`src/rtl/voice_mix_sequencer_pkg.sv`:
```
// Shared constants for the voice mixer: FSM encoding and the offset-binary midpoint.
package voice_mix_sequencer_pkg;

   typedef enum logic {
      IDLE   = 1'b0,
      REDUCE = 1'b1
   } state_t;

   // Silence level for an unsigned offset-binary sample of the given width.
   function automatic int unsigned mid_value(input int unsigned bits);
      return 32'd1 << (bits - 1);
   endfunction

endpackage

```
`src/rtl/voice_mix_sequencer_mixer.sv`:
```
// Averages two offset-binary samples; purely combinational, result always fits DATA_BITS.
module two_into_one_mixer #(
   parameter int DATA_BITS = 12
) (
   input  logic [DATA_BITS-1:0] a,
   input  logic [DATA_BITS-1:0] b,
   output logic [DATA_BITS-1:0] dout
);

   logic [DATA_BITS:0] sum;

   assign sum  = {1'b0, a} + {1'b0, b};
   assign dout = sum[DATA_BITS:1];

endmodule

```
`src/rtl/voice_mix_sequencer.sv`:
```
// Folds NUM_VOICES latched samples through one shared mixer, one pairwise mix per clock.
// Result appears NUM_VOICES-1 clocks after the accepting strobe; strobes while busy are dropped and flagged.
module voice_mix_sequencer
   import voice_mix_sequencer_pkg::*;
#(
   parameter int DATA_BITS   = 12,
   parameter int NUM_VOICES  = 4,
   parameter int LOG2_VOICES = 2
) (
   input  logic                            clk,
   input  logic                            rst_n,
   input  logic                            sample_strobe,
   input  logic [NUM_VOICES*DATA_BITS-1:0] voices_in,
   input  logic [NUM_VOICES-1:0]           voice_mask,
   output logic [DATA_BITS-1:0]            dout,
   output logic                            dout_valid,
   output logic                            busy,
   output logic                            overrun
);

   localparam int CW = (LOG2_VOICES < 1) ? 1 : LOG2_VOICES;
   localparam logic [DATA_BITS-1:0] MID = DATA_BITS'(mid_value(DATA_BITS));

   state_t               state_q, state_d;
   logic [DATA_BITS-1:0] vbuf [NUM_VOICES];
   logic [CW-1:0]        level_q, pair_q;
   logic [CW-1:0]        idx_a, idx_b, last_pair;
   logic [DATA_BITS-1:0] mix_a, mix_b, mix_y;
   logic                 accept, final_mix;

   // Base is aligned to 2*stride, so OR-ing the stride in is the same as adding it.
   always_comb begin
      idx_a     = pair_q << (level_q + 1'b1);
      idx_b     = idx_a | (CW'(1) << level_q);
      last_pair = CW'((NUM_VOICES >> (level_q + 1'b1)) - 1);
      final_mix = (level_q == CW'(LOG2_VOICES - 1)) && (pair_q == '0);
      mix_a     = vbuf[idx_a];
      mix_b     = vbuf[idx_b];
   end

   two_into_one_mixer #(.DATA_BITS(DATA_BITS)) u_mixer (
      .a    (mix_a),
      .b    (mix_b),
      .dout (mix_y)
   );

   always_ff @(posedge clk) begin
      if (!rst_n) state_q <= IDLE;
      else        state_q <= state_d;
   end

   always_comb begin
      state_d = state_q;
      case (state_q)
         IDLE:    if (sample_strobe) state_d = REDUCE;
         REDUCE:  if (final_mix)     state_d = IDLE;
         default: state_d = IDLE;
      endcase
   end

   always_comb begin
      accept = (state_q == IDLE) && sample_strobe;
      busy   = (state_q == REDUCE);
   end

   always_ff @(posedge clk) begin
      if (!rst_n) begin
         for (int i = 0; i < NUM_VOICES; i++) vbuf[i] <= '0;
         level_q    <= '0;
         pair_q     <= '0;
         dout       <= '0;
         dout_valid <= 1'b0;
         overrun    <= 1'b0;
      end else begin
         dout_valid <= 1'b0;
         overrun    <= sample_strobe && (state_q == REDUCE);
         if (accept) begin
            for (int i = 0; i < NUM_VOICES; i++)
               vbuf[i] <= voice_mask[i] ? voices_in[i*DATA_BITS +: DATA_BITS] : MID;
            level_q <= '0;
            pair_q  <= '0;
         end else if (state_q == REDUCE) begin
            vbuf[idx_a] <= mix_y;
            if (final_mix) begin
               dout       <= mix_y;
               dout_valid <= 1'b1;
               level_q    <= '0;
               pair_q     <= '0;
            end else if (pair_q == last_pair) begin
               pair_q  <= '0;
               level_q <= level_q + 1'b1;
            end else begin
               pair_q <= pair_q + 1'b1;
            end
         end
      end
   end

endmodule

```
`config.mk`:
```
export PLATFORM = sky130hd
export DESIGN_NAME = voice_mix_sequencer
export DESIGN_NICKNAME = d
export VERILOG_FILES = /design/src/rtl/voice_mix_sequencer_pkg.sv /design/src/rtl/voice_mix_sequencer_mixer.sv /design/src/rtl/voice_mix_sequencer.sv
export SDC_FILE = /design/constraint.sdc
export NUM_CORES = 1
export LEC_CHECK = 0
export CAP_MARGIN = 10
export CORE_ASPECT_RATIO = 0.8
export CORE_MARGIN = 2
export CORE_UTILIZATION = 23
export DETAILED_ROUTE_END_ITERATION = 16
export DONT_BUFFER_PORTS = 1
export MAX_ROUTING_LAYER = met4
export SYNTH_ARGS = -nofsm -noshare
export SYNTH_HDL_FRONTEND = slang
export SYNTH_SLANG_ARGS = --single-unit
```
`constraint.sdc`:
```
create_clock -name clk -period 5.4 [get_ports clk]
set_input_delay 1.08 -clock clk [delete_from_list [all_inputs] [get_ports clk]]
set_output_delay 1.08 -clock clk [all_outputs]
set_load 0.01 [all_outputs]
```
[Word-level counts from Yosys, hierarchy flattened]
Memories as Yosys holds them, arrays and structs flattened.
Index checks and enable logic that the tools add are counted.
W data, S select, Z words.
Operators by class
  eq/ne operators: 2
  $add $sub $neg: 4
  shift operators: 3
  reduce and logical (&&, ||, !) cells: 10
  mux-type cells: 27
  bitwise operators: 8
Operator list (number)
  $mux W12: 9
  $add A12 B12 Y13: 1
  $mux W1: 12
  $reduce_or A12 Y1: 1
  $mux W2: 5
  $add A2 B1 Y2 const B: 2
  $or A1 B1 Y1: 4
  $logic_and A1 B1 Y1: 3
  $not A1 Y1: 3
  $reduce_and A3 Y1: 1
  $reduce_or A3 Y1: 1
  $shr A3 B2 Y2 const A: 1
  $eq A2 B1 Y1 const B: 1
  $eq A2 B2 Y1: 1
  $logic_not A2 Y1: 1
  $or A2 B2 Y2: 1
  $pmux W1 S2: 1
  $reduce_and A2 Y1: 1
  $reduce_bool A2 Y1: 1
  $reduce_or A2 Y1: 1
  $shl A1 B2 Y2 const A: 1
  $shl A2 B2 Y2: 1
  $sub A2 B2 Y2 const B: 1
Word-level totals
  word-level logic and storage cells: 61
  memory bits (writable): 48
  memories kept: 1
  register bits after elaboration: 19
Memories
  vbuf: depth 4, bits a word 12, rd ports 2, clocked after memory_dff 0, wr ports 4, RTL line voice_mix_sequencer.sv:25  | logic [DATA_BITS-1:0] vbuf [NUM_VOICES];

[Depth between registers and ports, before layout]
Gate-level depths: netlist of the first run.
  word-level depth: 7
  gate-level depth with buffers: 16
  mapped depth without buffers: 13

[Hierarchy]
A second synthesis of the first run with hierarchy kept.
Unflattened totals
  cells, all modules: 352
  area, all modules: 3997.6 µm²
Modules (own cells, without submodules)
  voice_mix_sequencer: area each 3473.3 µm², cells each 285, instances 1, seq. area each 1821.7 µm²
  two_into_one_mixer: area each 524.3 µm², cells each 67, instances 1, seq. area each 0.0 µm²

[Worst setup path before layout of the first run]
No wires, ideal clock.
  kind: reg2reg
  start point: register level_q[0]
  end point: memory vbuf[0][10] (data pin)
  period minus slack after synthesis: 4375 ps
  setup time: 257 ps
  stages on the path, launching flop included: 16
  arrival time: 4119 ps
  path buffers: 3
  path slack: 1025 ps
  path through: dfxtp_1 buf_2 inv_1 ha_1 buf_6 and3b_1 nor2_1 buf_2 mux4_2 ha_1 a21oi_1 nor2_1 a311oi_1 o21ai_0 or3_4 a32o_1
RTL lines
  start, declared: RTL line voice_mix_sequencer.sv:26  | logic [CW-1:0] level_q, pair_q;
  start signal, assigned: RTL line voice_mix_sequencer.sv:91  | level_q <= level_q + 1'b1;
  end, declared: RTL line voice_mix_sequencer.sv:25

==> impl_metrics.ini, run 1 <==
[status]
status = finished clean

[sta]
worst_pin_slew_ns = 1.07
setup_viol = 0
drv_slew = 0
hold_viol = 0
max_freq_mhz = 201
slew-limit-headroom_pct = 28.3
fin_worst_skew_ns = 0.00916
fin_crit_sh_pct = 92.3
setup_tns_ns = 0
worst_slack_ns = 0.417
rsz0062_at_grt = false
fin_crit_ns = 4.98

[layout]
layout.nets = 470
register_area_um2 = 1820
antenna_cells = 0
fillers = 1862
multiInputGateArea_um2 = 2270
final_layout_size_suffix_gt1_share_pct = 11.6
layoutNonFillerInstCount = 634
synthToLayoutAreaGrowth_pct = 12.8
finalInstanceArea_um2 = 4790

[clock_tree]
clockRootBuffer = clkbuf_16
cts_tree = built
post_cts_resized = 0
h-tree-depth = 3
numCtsBuffers = 9
cts_hold_buf = 0
clock_latency_ns = 0.34
clk_pin_slew_worst_paths_ns = 0.05
postCtsSetupBuffers = 0
cts.sinks = 67
cts_max_path_buffers = 2

[global_route]
grt_use_total_pct = 15.9
grt.overflow.total = 0
grt_pass1_wl_mm = 22.0
grt_max_degree = 19
first_global_vias = 3413
antenna_found_initial = 0

[power_and_ir_drop]
ir_drop_mv = 0.172
p_leak_nw = 1.68
power.density_nw_per_um2 = 345
total_power_mw = 1.65

[worst_setup_path]
cp-startpoint = level_q[0]
cp_data_required_time_ns = 5.44
cp_max_fo = 11
regToRegEndpoint = vbuf[2][9]
crit_type = register to register
arrival_ns = 5.02
r2r_slack_ns = 0.42
worstSetupEndpointType = register
reg2regPathDepth = 13
r2r_start = level_q[0]
cp-start-kind = register

[placement]
dpl_cell_area_um2 = 4480
dp_hpwl_mm = 10.9
placedCellCount = 618
pre_cts_ws_ns = 0.608
gp_congestion = 0.992
io_buffers = 0

[logic_synthesis]
syn_area_um2 = 4250
yosysTopAreaCell = edfxtp_1
synthSimpleGateAreaFrac_pct = 13.2
syn_nets = 476
yosys_warnings = 0
synth_top_flop_cell = edfxtp_1
async_reset_ff_share_pct = 0
synth.mux.area_fraction_pct = 10.0
synth_compound_area_share_pct = 22.9
synth_top_family_by_area = compound AO/OA/AOI/OAI gates
synth_edf_count = 48
ys_top_cells_by_count = edfxtp_1, nand2_1, a21oi_1, nor2_1, a22o_1
avgSynthCellArea_um2 = 10.5
synth_top_area_share_pct = 33.9
ys_ff_latch = 67
synthAdderAreaFrac_pct = 4.89
synth.area.top_cells = edfxtp_1, dfxtp_1, mux4_2
ys_seq_area_share_pct = 42.9
synthDistinctLibCells = 62
synth_xor_area_share_pct = 2.24
synth_most_common_cell = edfxtp_1
syn_inst = 405

[detailed_routing]
drtIter0Drc = 389
ant_nets = 0
wl_mm = 15.0
vias_per_cell = 5.59
firstDrtPassIters = 5
vias = 3544
routedWlPerCell_um = 23.6
drc = 0

[hold_path]
hp-class = register to register
whs_path_depth = 2
min_to = dout[6]
worstHoldStart = dout[6]

[floorplanning]
rows = 44
die_x_um = 156
dieHeight_um = 126
io_pins = 70
initial_core_util_pct = 23.4
design.core.area_um2 = 18100
die_area_um2 = 19600

[job]
cap_viol_max_count = 0
-- worst max-delay path: stages, from the launching register on --
cell	delay (ns)
dfxtp_1	0.53
inv_1	0.13
ha_1	0.47
and3b_1	0.23
nor2_1	0.12
buf_4	0.26
mux4_1	0.65
fa_1	0.46
a21o_1	0.19
a21oi_1	0.28
o21ai_0	0.18
and2_1	0.21
a311oi_1	0.72
o21ai_0	0.25
-- worst max-delay path by stage --
stage / end / slack [ns] / cells past startpoint
after floorplan: vbuf[0][10] / 1.02 / 15
after global placement: vbuf[1][9] / 0.85 / 13
after detailed placement: vbuf[0][9] / 0.61 / 13
after CTS: vbuf[2][9] / 0.57 / 13
after global routing: vbuf[1][9] / 0.10 / 13
final: vbuf[2][9] / 0.42 / 13
-- logic make-up after synthesis --
logic type	count (synthesis)
compound gates	136
buf+inv	37
mux	27
simple gates	112
xor+xnor	10
flops	67
fa+ha+maj	16
-- power breakdown --
part	total [mW]	switching (mW)	internal (mW)
sequential	0.623	0.0287	0.594
combinational	0.427	0.288	0.139
clock	0.604	0.229	0.375
-- through the flow --
| step | hold slack, ns | utilization [%] |
|---|---|---|
| CTS | 0.515 | 26.5 |
| floorplan | 0.481 | - |
| global placement | 0.496 | 24.8 |
| global route | 0.527 | 26.5 |
| finish | 0.516 | 26.5 |
| detailed placement | 0.506 | 24.8 |
-- placed cells by master (no fill, tap or decap), drive strengths merged, types with 5 or more instances in the layout --
cell     count
nor3         5
a22o        20
a211oi       6
o211ai       6
a21o         8
mux2i       14
xnor2        8
dfxtp       19
nand2       43
o22ai       15
buf          7
inv         13
nor2        24
o2111ai      5
ha          15
clkbuf      13
edfxtp      48
a21oi       28
and2         7
nor2b        5
o21ai       22
mux4        12
-- state kept, by name, summed over array words and instances (netlist names) --
signal,cells
busy,1
overrun,1
dout,12
level_q,2
dout_valid,1
vbuf,48
pair_q,2
-- layout make-up --
cell class,instances,share of cell area [%]
tap,230,6.01
sequential,67,38.0
multi-input combinational,301,47.4
inverter,13,1.02
timing repair buffer,7,1.10
clock inverter,3,0.339
clock buffer,13,6.08
-- metal layers --
layer / share of wire (%) / up-vias / global-route usage (%) / wire (µm)
li1: - / 1558 / - / -
met1: 45 / 1721 / 22.6 / 6750
met2: 41 / 243 / 21.0 / 6070
met3: 13 / 22 / 6.14 / 1970
met4: 1.3 / 0 / 3.56 / 191
met5: 0 / - / - / 0
Power figures use the tool's default switching activity.
==> run 2: changes to the inputs <==
--- a/config.mk
+++ b/config.mk
@@ -12,6 +12,7 @@
 export DETAILED_ROUTE_END_ITERATION = 16
 export DONT_BUFFER_PORTS = 1
 export MAX_ROUTING_LAYER = met4
+export SETUP_SLACK_MARGIN = 0.1
 export SYNTH_ARGS = -nofsm -noshare
 export SYNTH_HDL_FRONTEND = slang
 export SYNTH_SLANG_ARGS = --single-unit
==> results of run 2 <==
Final layout, timing and power as in run 1 (identical DEF).
